==> config.mk <==
export PLATFORM = sky130hd
export DESIGN_NAME = turn_ctrl_fsm
export DESIGN_NICKNAME = d
export VERILOG_FILES = /design/src/rtl/turn_ctrl_fsm.sv
export SDC_FILE = /design/constraint.sdc
export NUM_CORES = 1
export LEC_CHECK = 0
export CELL_PAD_IN_SITES_DETAIL_PLACEMENT = 1
export CELL_PAD_IN_SITES_GLOBAL_PLACEMENT = 2
export CORE_ASPECT_RATIO = 0.5
export CORE_MARGIN = 10
export CORE_UTILIZATION = 35
export DETAILED_ROUTE_END_ITERATION = 8
export PLACE_DENSITY_LB_ADDON = 0.05
export SLEW_MARGIN = 10
export SYNTH_ARGS = -nofsm -noshare
export SYNTH_HDL_FRONTEND = slang
export SYNTH_SLANG_ARGS = --single-unit
==> constraint.sdc <==
create_clock -name clk -period 2.6 [get_ports clk]
set_clock_uncertainty 0.05 [all_clocks]
set_input_delay 0.39 -clock clk [delete_from_list [all_inputs] [get_ports clk]]
set_output_delay 0.39 -clock clk [all_outputs]
set_load 0.03 [all_outputs]
==> src/rtl/turn_ctrl_fsm.sv <==
// Turn controller for the throwing game: selects the active key source, measures
// charge power while the key is held, runs the throw window and hands the turn on.
module turn_ctrl_fsm #(
  parameter int CLK_HZ         = 65000000,
  parameter int THROW_MS       = 1000,
  parameter int NUM_PLAYERS    = 2,
  parameter int LOCAL_ID       = 0,
  parameter int POWER_W        = 8,
  parameter int POWER_STEP_CYC = 650000
) (
  input  logic                           clk,
  input  logic                           rst_n,
  input  logic                           space,
  input  logic                           space_rx,
  input  logic                           hit,
  output logic                           enable_draw,
  output logic [1:0]                     index,
  output logic                           space_pin_tx,
  output logic                           throw_enable,
  output logic [POWER_W-1:0]             power,
  output logic [$clog2(NUM_PLAYERS)-1:0] player,
  output logic                           turn_done
);

  localparam int THROW_CYC = CLK_HZ / 1000 * THROW_MS;
  localparam int TW        = (THROW_CYC > 1) ? $clog2(THROW_CYC) : 1;
  localparam int SW        = (POWER_STEP_CYC > 1) ? $clog2(POWER_STEP_CYC) : 1;
  localparam int PW        = $clog2(NUM_PLAYERS);

  localparam logic [TW-1:0]      THROW_LAST  = TW'(THROW_CYC - 1);
  localparam logic [SW-1:0]      STEP_LAST   = SW'(POWER_STEP_CYC - 1);
  localparam logic [PW-1:0]      LAST_PLAYER = PW'(NUM_PLAYERS - 1);
  localparam logic [PW-1:0]      LOCAL_P     = PW'(LOCAL_ID);
  localparam logic [POWER_W-1:0] POWER_MAX   = '1;

  typedef enum logic [2:0] {
    S_IDLE   = 3'd0,
    S_READY  = 3'd1,
    S_CHARGE = 3'd2,
    S_THROW  = 3'd3,
    S_DONE   = 3'd4
  } state_e;

  state_e              state_q, state_d;
  logic [SW-1:0]       step_q, step_d;
  logic [TW-1:0]       tcnt_q, tcnt_d;
  logic [POWER_W-1:0]  power_q, power_d;
  logic [PW-1:0]       player_q, player_d;
  logic [1:0]          index_q, index_d;
  logic                enable_draw_q, enable_draw_d;
  logic                space_pin_tx_q, space_pin_tx_d;
  logic                throw_enable_q, throw_enable_d;
  logic                turn_done_q, turn_done_d;
  logic                act_space;

  always_comb begin
    // NOTE: every signal written here gets a default first, so no path leaves a latch.
    state_d  = state_q;
    step_d   = step_q;
    tcnt_d   = tcnt_q;
    power_d  = power_q;
    player_d = player_q;
    act_space = (player_q == LOCAL_P) ? space : space_rx;

    case (state_q)
      S_IDLE: if (!act_space) state_d = S_READY;
      S_READY: begin
        if (act_space) begin
          state_d = S_CHARGE;
          step_d  = '0;
          power_d = '0;
        end
      end
      S_CHARGE: begin
        // The release cycle still counts toward power; it freezes once in THROW.
        if (step_q == STEP_LAST) begin
          step_d = '0;
          if (power_q != POWER_MAX) power_d = power_q + POWER_W'(1);
        end else begin
          step_d = step_q + SW'(1);
        end
        if (!act_space) begin
          state_d = S_THROW;
          tcnt_d  = '0;
        end
      end
      S_THROW: begin
        if (hit || tcnt_q == THROW_LAST) state_d = S_DONE;
        else                             tcnt_d  = tcnt_q + TW'(1);
      end
      S_DONE: begin
        state_d  = S_IDLE;
        player_d = (player_q == LAST_PLAYER) ? '0 : player_q + PW'(1);
      end
      default: state_d = S_IDLE;
    endcase

    // Outputs are decoded from the next state so they appear with the transition.
    case (state_d)
      S_CHARGE: index_d = 2'd1;
      S_THROW:  index_d = 2'd2;
      S_DONE:   index_d = 2'd3;
      default:  index_d = 2'd0;
    endcase
    enable_draw_d  = (state_d == S_CHARGE);
    space_pin_tx_d = (state_d == S_CHARGE) && (player_d == LOCAL_P);
    throw_enable_d = (state_d == S_THROW);
    turn_done_d    = (state_d == S_DONE);
  end

  // NOTE: state registers use non-blocking assignments so all flops update together.
  always_ff @(posedge clk or negedge rst_n) begin
    if (!rst_n) begin
      state_q        <= S_IDLE;
      step_q         <= '0;
      tcnt_q         <= '0;
      power_q        <= '0;
      player_q       <= '0;
      index_q        <= '0;
      enable_draw_q  <= 1'b0;
      space_pin_tx_q <= 1'b0;
      throw_enable_q <= 1'b0;
      turn_done_q    <= 1'b0;
    end else begin
      state_q        <= state_d;
      step_q         <= step_d;
      tcnt_q         <= tcnt_d;
      power_q        <= power_d;
      player_q       <= player_d;
      index_q        <= index_d;
      enable_draw_q  <= enable_draw_d;
      space_pin_tx_q <= space_pin_tx_d;
      throw_enable_q <= throw_enable_d;
      turn_done_q    <= turn_done_d;
    end
  end

  assign enable_draw  = enable_draw_q;
  assign index        = index_q;
  assign space_pin_tx = space_pin_tx_q;
  assign throw_enable = throw_enable_q;
  assign power        = power_q;
  assign player       = player_q;
  assign turn_done    = turn_done_q;

endmodule

# Yosys cells after proc, flatten, opt, wreduce, memory -nomap -nowiden

Index checks and enable logic that the tools add are counted.

Bits in registers: 64
Latch bits: 0
Bits in writable memories: 0
Memory bits (read-only): 0
Input port bits: 5
Memories kept: 0

Add/subtract/negate cells: 4
Multipliers: 0
Div/mod/pow operators: 0
Magnitude comparators: 0
Equal/unequal tests: 15
Shifts and indexed selects: 0
Multiplexer cells: 19
Bitwise gates (word level): 1
Reductions and logical operators: 8

Operators with widths:

| cell                    | count |
|---|---|
| $mux W26                | 2 |
| $pmux W26 S2            | 1 |
| $mux W20                | 2 |
| $pmux W20 S2            | 1 |
| $add A26 B1 Y26 const B | 1 |
| $eq A26 B26 Y1 const B  | 1 |
| $mux W8                 | 3 |
| $add A20 B1 Y20 const B | 1 |
| $eq A20 B20 Y1 const B  | 1 |
| $pmux W8 S2             | 1 |
| $eq A3 B2 Y1 const B    | 4 |
| $mux W3                 | 4 |
| $pmux W3 S4             | 1 |
| $ne A2 B2 Y1 const B    | 5 |
| $add A8 B1 Y8 const B   | 1 |
| $ne A8 B8 Y1 const B    | 1 |
| $eq A3 B3 Y1 const B    | 2 |
| $pmux W2 S3             | 1 |
| $reduce_and A4 Y1       | 1 |
| $reduce_bool A2 Y1      | 2 |
| $eq A3 B1 Y1 const B    | 1 |
| $logic_not A3 Y1        | 1 |
| $mux W1                 | 3 |
| $reduce_and A3 Y1       | 1 |
| other kinds (5)         | 5 |

# Longest topological paths before layout

Gate-level depths: netlist of the first run.

Word-level depth: 6
Mapped depth: 9

# Worst setup path after synthesis of the first run

Ideal clock, no wire load.

Path kind: register to register
Start point: reg player_q (netlist: player)
End point: reg power_q[3] (netlist: power[3])
Library setup time: 78 ps
Arrival time: 2043 ps
Setup slack: 430 ps
Stages on the path, launching flop included: 7
Buffers on the path: 1
Period minus slack after synthesis: 2170 ps
Path through: dfrtp_1 > mux2i_1 > o31a_4 > or2_1 > buf_6 > or4_1 > a21oi_1

Longest elaborated chain between the ends: 3

Ends and longest elaborated chain:

| what                        | RTL line | RTL |
|---|---|---|
| start, declared             | 48       | `logic [PW-1:0] player_q, player_d;` |
| start signal, assigned      | 129      | `player_q <= player_d;` |
| $mux W1                     | 63       | `act_space = (player_q == LOCAL_P) ? space : space_rx;` |
| $ne A2 B2 Y1 (no line)      | -        |  |
| $reduce_and A4 Y1 (no line) | -        |  |
| end signal, assigned        | 128      | `power_q <= power_d;` |
| end, declared               | 47       | `logic [POWER_W-1:0] power_q, power_d;` |

Every way passes these cells.
A chain may end at the register's enable or synchronous reset.

# Final worst setup path of the first run

Start point: reg step_q[12]
End point: reg power_q[4] (netlist: power[4])

Longest elaborated chain between the ends: 3

Ends and longest elaborated chain:

| what                        | RTL line | RTL |
|---|---|---|
| start, declared             | 45       | `logic [SW-1:0] step_q, step_d;` |
| start signal, assigned      | 126      | `step_q <= step_d;` |
| $eq A20 B20 Y1              | 76       | `if (step_q == STEP_LAST) begin` |
| $ne A2 B2 Y1 (no line)      | -        |  |
| $reduce_and A4 Y1 (no line) | -        |  |

Every way passes these cells.

==> results of run 1 <==
-- stage by stage --
step,setup slack (ns),area (µm²)
after floorplan,0.4297,3352
after global placement,0.2844,3744
after detailed placement,0.2392,3744
after CTS,0.3800,4078
after global routing,0.2033,4078
final,0.3751,4078
-- synthesized netlist by cell type (5+ instances only) --
master,number
clkbuf_1,12
nor4_1,15
or3_1,6
xnor2_1,18
nand4_1,10
mux2i_1,10
nand2b_1,11
or4_1,6
nor3_1,12
inv_1,12
a21oi_1,18
o21ai_0,14
nand3_1,18
nand2_1,40
nor2_1,26
a31oi_1,10
o31ai_1,5
dfrtp_1,64
-- cells in the final DEF (no fill, tap or decap), types with 14 or more instances in the layout --
cell type	n
dfrtp_1	64
nand2_1	40
nor2_1	26
nand3_1	18
a21oi_1	18
xnor2_1	18
clkdlybuf4s50_1	18
nor4_1	15
buf_4	15
o21ai_0	14
-- per-layer routing --
layer / up-vias / global-route usage, % / part of all wire [%]
met5: - / 0 / 0
met2: 22 / 24.33 / 51
met3: 9 / 4.275 / 2.5
met1: 1444 / 16.43 / 46
met4: 0 / 4.762 / 0.99
li1: 1360 / - / -
-- report_power, final --
group	switching, µW	leakage [µW]	internal, µW	total, µW
clock network	428	0.000163	919	1350
registers	254	0.000872	1220	1470
logic	712	0.000640	462	1170
-- worst register-to-register path, delay by kind of cell (launching register included) --
family          cells  cell delay, ns
compound gates      2            0.25
buf+inv             1            0.17
simple gates        3            1.24
flops               1            0.44
-- state kept, by name, summed over array words and instances (netlist names), 2 cells and up --
signal   cells
state_q      3
power        8
index        2
tcnt_q      26
step_q      20
-- logic make-up after synthesis --
family | Yosys count | synth area share, %
AND/OR/NAND/NOR | 169 | 27.17
AO/OA/AOI/OAI | 63 | 12.06
buffers and inverters | 28 | 3.658
flip-flops | 64 | 47.78
XOR/XNOR | 20 | 5.226
multiplexers | 10 | 2.986
adder cells (fa/ha/maj) | 3 | 1.120
-- worst min path at each step --
stage | cells after the start | slack (ns) | endpoint
after floorplan | 0 | 0.04 | enable_draw
after global placement | 1 | 0.36 | step_q[14]
after detailed placement | 1 | 0.37 | step_q[14]
after CTS | 1 | 0.01 | step_q[8]
after global routing | 1 | 0.02 | step_q[15]
final | 1 | -0.008 | step_q[15]
-- final cells by class --
| type | instances | area share, % |
|---|---|---|
| clock buffer | 14 | 6.720 |
| clock inverter | 2 | 1.473 |
| inverter | 12 | 1.105 |
| multi-input combinational | 265 | 39.92 |
| sequential | 64 | 39.28 |
| tap | 121 | 3.713 |
| timing repair buffer | 35 | 7.794 |
==> results_dict.tcl, run 1 <==
set metrics [dict create \
    cts_buffers 9 \
    fill_cells 1078 \
    dp_cells 497 \
    fin_total_pwr_uw 3993 \
    crit_arrival_ns 2.42 \
    path_depth 6 \
    ir_worst_vdd_mv 0.4390 \
    cp_num_buf_inv 1 \
    syn-num-nets 365 \
    drv_cap 0 \
    die_area_mm2 0.01413 \
    dieWidth_um 158.4 \
    async_reset_ff_share_pct 100.0 \
    grt_start_max_net_pins 44 \
    seq_area_mm2 0.001602 \
    r2r_slack_ns 0.38 \
    cts_num_sinks 64 \
    fin_crit_sh_pct 85.57 \
    path_class "reg -> reg" \
    start_util_pct 35.72 \
    slowest_stage "or4_1" \
    gp_congestion 0.7721 \
    cts_hold_buf 0 \
    violations "negative hold slack" \
    end_kind "register" \
    pin_count 20 \
    grt_pass1_vias 3109 \
    finalHoldViolations 21 \
    slew_violations 0 \
    slew_headroom_pct 55.81 \
    multi_input_area_mm2 0.001628 \
    wl_per_cell_um 17.36 \
    ys.warnings.count 0 \
    status "finished, violations left" \
    rows 25 \
    drc 0 \
    place_hpwl_um 6166 \
    tightest_slew_ns 0.6628 \
    grt.overflow.total 0 \
    cellPowerDensity_mw_per_mm2 979.2 \
    insertion_delay_ns 0.33 \
    drtPass1Iterations 4 \
    clockRootBuffer "clkbuf_16" \
    final_core_util_pct 43.45 \
    viasPerCell 5.526 \
    synth_edf_count 0 \
    synthesis.area_mm2 0.003352 \
    h-tree-depth 3 \
    cp_cell_sequence "nor4b_1 -> and4_1 -> a21oi_2 -> buf_4 -> or4_1 -> a21oi_1" \
    drive_above_1_share_pct 10.20 \
    grt_setup_unrepaired "no" \
    netlist.area_leader.share_pct 47.78 \
    post_cts_buffers 0 \
    p_leak_uw 0.001675 \
    nets 395 \
    worstSetupStartpoint "step_q[12]" \
    cpPeakStageDelay_ns 0.49 \
    cp.required_ns 2.80 \
    route.antenna.remaining_nets 0 \
    period_needed_ns 2.225 \
    cp-start-kind "register" \
    fin_cells 513 \
    synthToLayoutAreaGrowth_pct 21.65 \
    grt_pass1_wl_um 15720 \
    clockBufferDepth 2 \
    path_delay_family "simple AND/OR/NAND/NOR gates" \
    grt_antenna_before_repair 0 \
    ys_types 46 \
    whs_ns -0.007648 \
    core_area_mm2 0.009384 \
    worstHoldPathType "in -> async" \
    max_freq_ghz 0.4495 \
    die_h_um 89.20 \
    cts_resized 0 \
    worstReg2RegEnd "power[4]" \
    setup_viol 0 \
    cp-endpoint "power[4]" \
    antenna_cells 0 \
    avgSynthCellArea_um2 9.389 \
    grt_usage_pct 14.06 \
    r2r-start "step_q[12]" \
    final.setup.tns_ns 0 \
    synth_largest_area_cell "dfrtp_1" \
    cts.reportedPaths.clkPinSlew_ns 0.06 \
    cts_tree "yes" \
    port_buffers 19 \
    synthTopCellsByArea "dfrtp_1, xnor2_1, nand2_1" \
    ys_seq_area_share_pct 47.78 \
    vias 2835 \
    totalWireLength_um 8906 \
    ys_seq_elements 64 \
    ys.flop_type "dfrtp_1" \
    syn-instance-count 357 \
    cp_max_fo 9 \
    r2r_cells 6 \
    drt_iter0_drc 103 \
]
Note: power is estimated with default switching activity, not from simulation.
==> run 2, diff against run 1 <==
--- a/config.mk
+++ b/config.mk
@@ -13,2 +13,3 @@
 export DETAILED_ROUTE_END_ITERATION = 8
+export HOLD_SLACK_MARGIN = 0.1
 export PLACE_DENSITY_LB_ADDON = 0.05
==> constraint.sdc (replaced) <==
create_clock -name clk -period 2.6 [get_ports clk]
set_clock_uncertainty 0.05 [all_clocks]
set_input_delay 0.52 -clock clk [delete_from_list [all_inputs] [get_ports clk]]
set_output_delay 0.52 -clock clk [all_outputs]
set_load 0.03 [all_outputs]
==> run 2 against run 1 <==
The run now ends clean. Largest cell class unchanged. Routed wire length increased by 1.7%. Utilization fell by 0.52 points. Sequential power is essentially flat. Maximum frequency down 0.26%. Critical path type unchanged. Critical endpoint is now tcnt_q[0]. Hold slack improved by 0.13 ns. Die area is the same. Register-to-register slack about the same.
==> results_dict.tcl, run 2 (synthesis gave the netlist of run 1 again) <==
set metrics [dict create \
    r2r-start "tcnt_q[13]" \
    grt_use_met1_pct 16.26 \
    worstHoldPathType "in -> async" \
    cp-start-kind "register" \
    h-tree-depth 3 \
    setup_viol 0 \
    cp_num_buf_inv 0 \
    die_h_um 89.20 \
    gp_congestion 0.7992 \
    clock_power_share_pct 30.5 \
    port_buffers 19 \
    r2r_cells 5 \
    period_needed_ns 2.231 \
    cts_tree "yes" \
    slowest_stage "or4bb_1" \
    path_delay_family "simple AND/OR/NAND/NOR gates" \
    worstSetupStartpoint "tcnt_q[13]" \
    synthToLayoutAreaGrowth_pct 20.19 \
    final_core_util_pct 42.93 \
    cts_buffers 9 \
    viasPerCell 5.577 \
    grt.overflow.total 0 \
    drt_iter0_drc 134 \
    drtPass1Iterations 4 \
    slew_violations 0 \
    fin_area_mm2 0.004029 \
    cpPeakStageDelay_ns 0.57 \
    route.antenna.remaining_nets 0 \
    status "completed" \
    insertion_delay_ns 0.33 \
    worstReg2RegEnd "tcnt_q[0]" \
    path_class "reg -> reg" \
    pin_count 20 \
    antenna_cells 0 \
    cp.required_ns 2.80 \
    regMostFlops "tcnt_q" \
    layout_commonest_cell "dfrtp_1" \
    p_leak_uw 0.001658 \
    drive_above_1_share_pct 10.46 \
    grt_usage_pct 14.09 \
    core_area_mm2 0.009384 \
    start_util_pct 35.72 \
    drv_cap 0 \
    place_hpwl_um 6204 \
    crit_arrival_ns 2.43 \
    use_met2_pct 25.09 \
    grt_pass1_wl_um 15730 \
    vias 2861 \
    cp_cell_sequence "or4bb_1 -> nor4_2 -> a21oi_1 -> nand2_1 -> mux2i_1" \
    totalWireLength_um 9061 \
    path_depth 5 \
    dieWidth_um 158.4 \
    final.setup.tns_ns 0 \
    slew_headroom_pct 53.96 \
    largest_register_ffs 26 \
    post_cts_buffers 0 \
    drc 0 \
    finalHoldViolations 0 \
    clockRootBuffer "clkbuf_16" \
    tightest_slew_ns 0.6906 \
    cts_hold_buf 0 \
    cp_max_fo 8 \
    grt_pass1_vias 3066 \
    rows 25 \
    busiest_layer "met2" \
    end_kind "register" \
    final_cell_mix "dfrtp_1, nand2_1, nor2_1" \
    cts_resized 0 \
    die_area_mm2 0.01413 \
    met3_usage_pct 3.746 \
    cts.reportedPaths.clkPinSlew_ns 0.06 \
    clockBufferDepth 2 \
    r2r_slack_ns 0.37 \
    cts_num_sinks 64 \
    p_sw_share_pct 37.12 \
    wl_per_cell_um 17.66 \
    power_switching_uw 1415 \
    internal-power_uw 2398 \
    grt_start_max_net_pins 45 \
    fill_cells 1106 \
    pre_cts_ws_ns 0.07843 \
    grt_antenna_before_repair 0 \
    nets 395 \
    pwr-share-seq_pct 38.6 \
    fin_ws_ns 0.3692 \
    power_frac_comb_pct 31.0 \
    grt_setup_unrepaired "no" \
    fin_crit_sh_pct 85.80 \
    cellPowerDensity_mw_per_mm2 946.3 \
    placed_area_mm2 0.003744 \
    ir_worst_vdd_mv 0.3263 \
    max_freq_ghz 0.4483 \
    cp-endpoint "tcnt_q[0]" \
]
==> run 2: metrics by stage <==
step	hold WS, ns	instances	total power, µW
2_1_floorplan	0.1744	357	2209
3_3_place_gp	0.4396	497	2620
3_5_place_dp	0.4439	497	2682
4_1_cts	0.1352	513	3862
5_1_grt	0.1613	513	4080
6_report	0.1250	513	3813
==> run 2: power groups by stage <==
stage                     Sequential (µW)  Combinational [µW]  Clock, µW
final                                1470                1180       1160
after global routing                 1510                1330       1240
after CTS                            1470                1200       1190
after detailed placement             1480                1200          0
after global placement               1470                1150          0
after floorplan                      1540                 673          0
==> run 2: cell type report <==
cell class                 instances  area (µm²)  area share (%)
clock inverter                     3       15.01          0.3727
timing repair buffer              35       317.8           7.888
inverter                          12       45.04           1.118
multi-input combinational        265        1628           40.40
sequential                        64        1602           39.75
tap                              121       151.4           3.758
clock buffer                      13       270.3           6.708
==> run 2: how the worst min path moves through the flow <==
stage / depth (start not counted) / to / startpoint
after floorplan: 0 / enable_draw / rst_n
after global placement: 1 / step_q[8] / step_q[8]
after detailed placement: 1 / step_q[2] / step_q[2]
after CTS: 1 / step_q[2] / rst_n
after global routing: 1 / step_q[2] / rst_n
final: 1 / step_q[1] / rst_n
==> run 2: worst reg2reg max path, delay by kind of cell (launching register included) <==
family             cells  cell delay [ns]
DFF                    1             0.42
muxes                  1             0.24
AOI/OAI and AO/OA      1             0.28
and+or+nand+nor        3             1.17
==> run 2: metal layers <==
metal	vias to the layer above	part of all wire, %
met5	-	0
met4	0	1.4
met3	15	2.7
met2	30	50
met1	1456	46
li1	1360	-
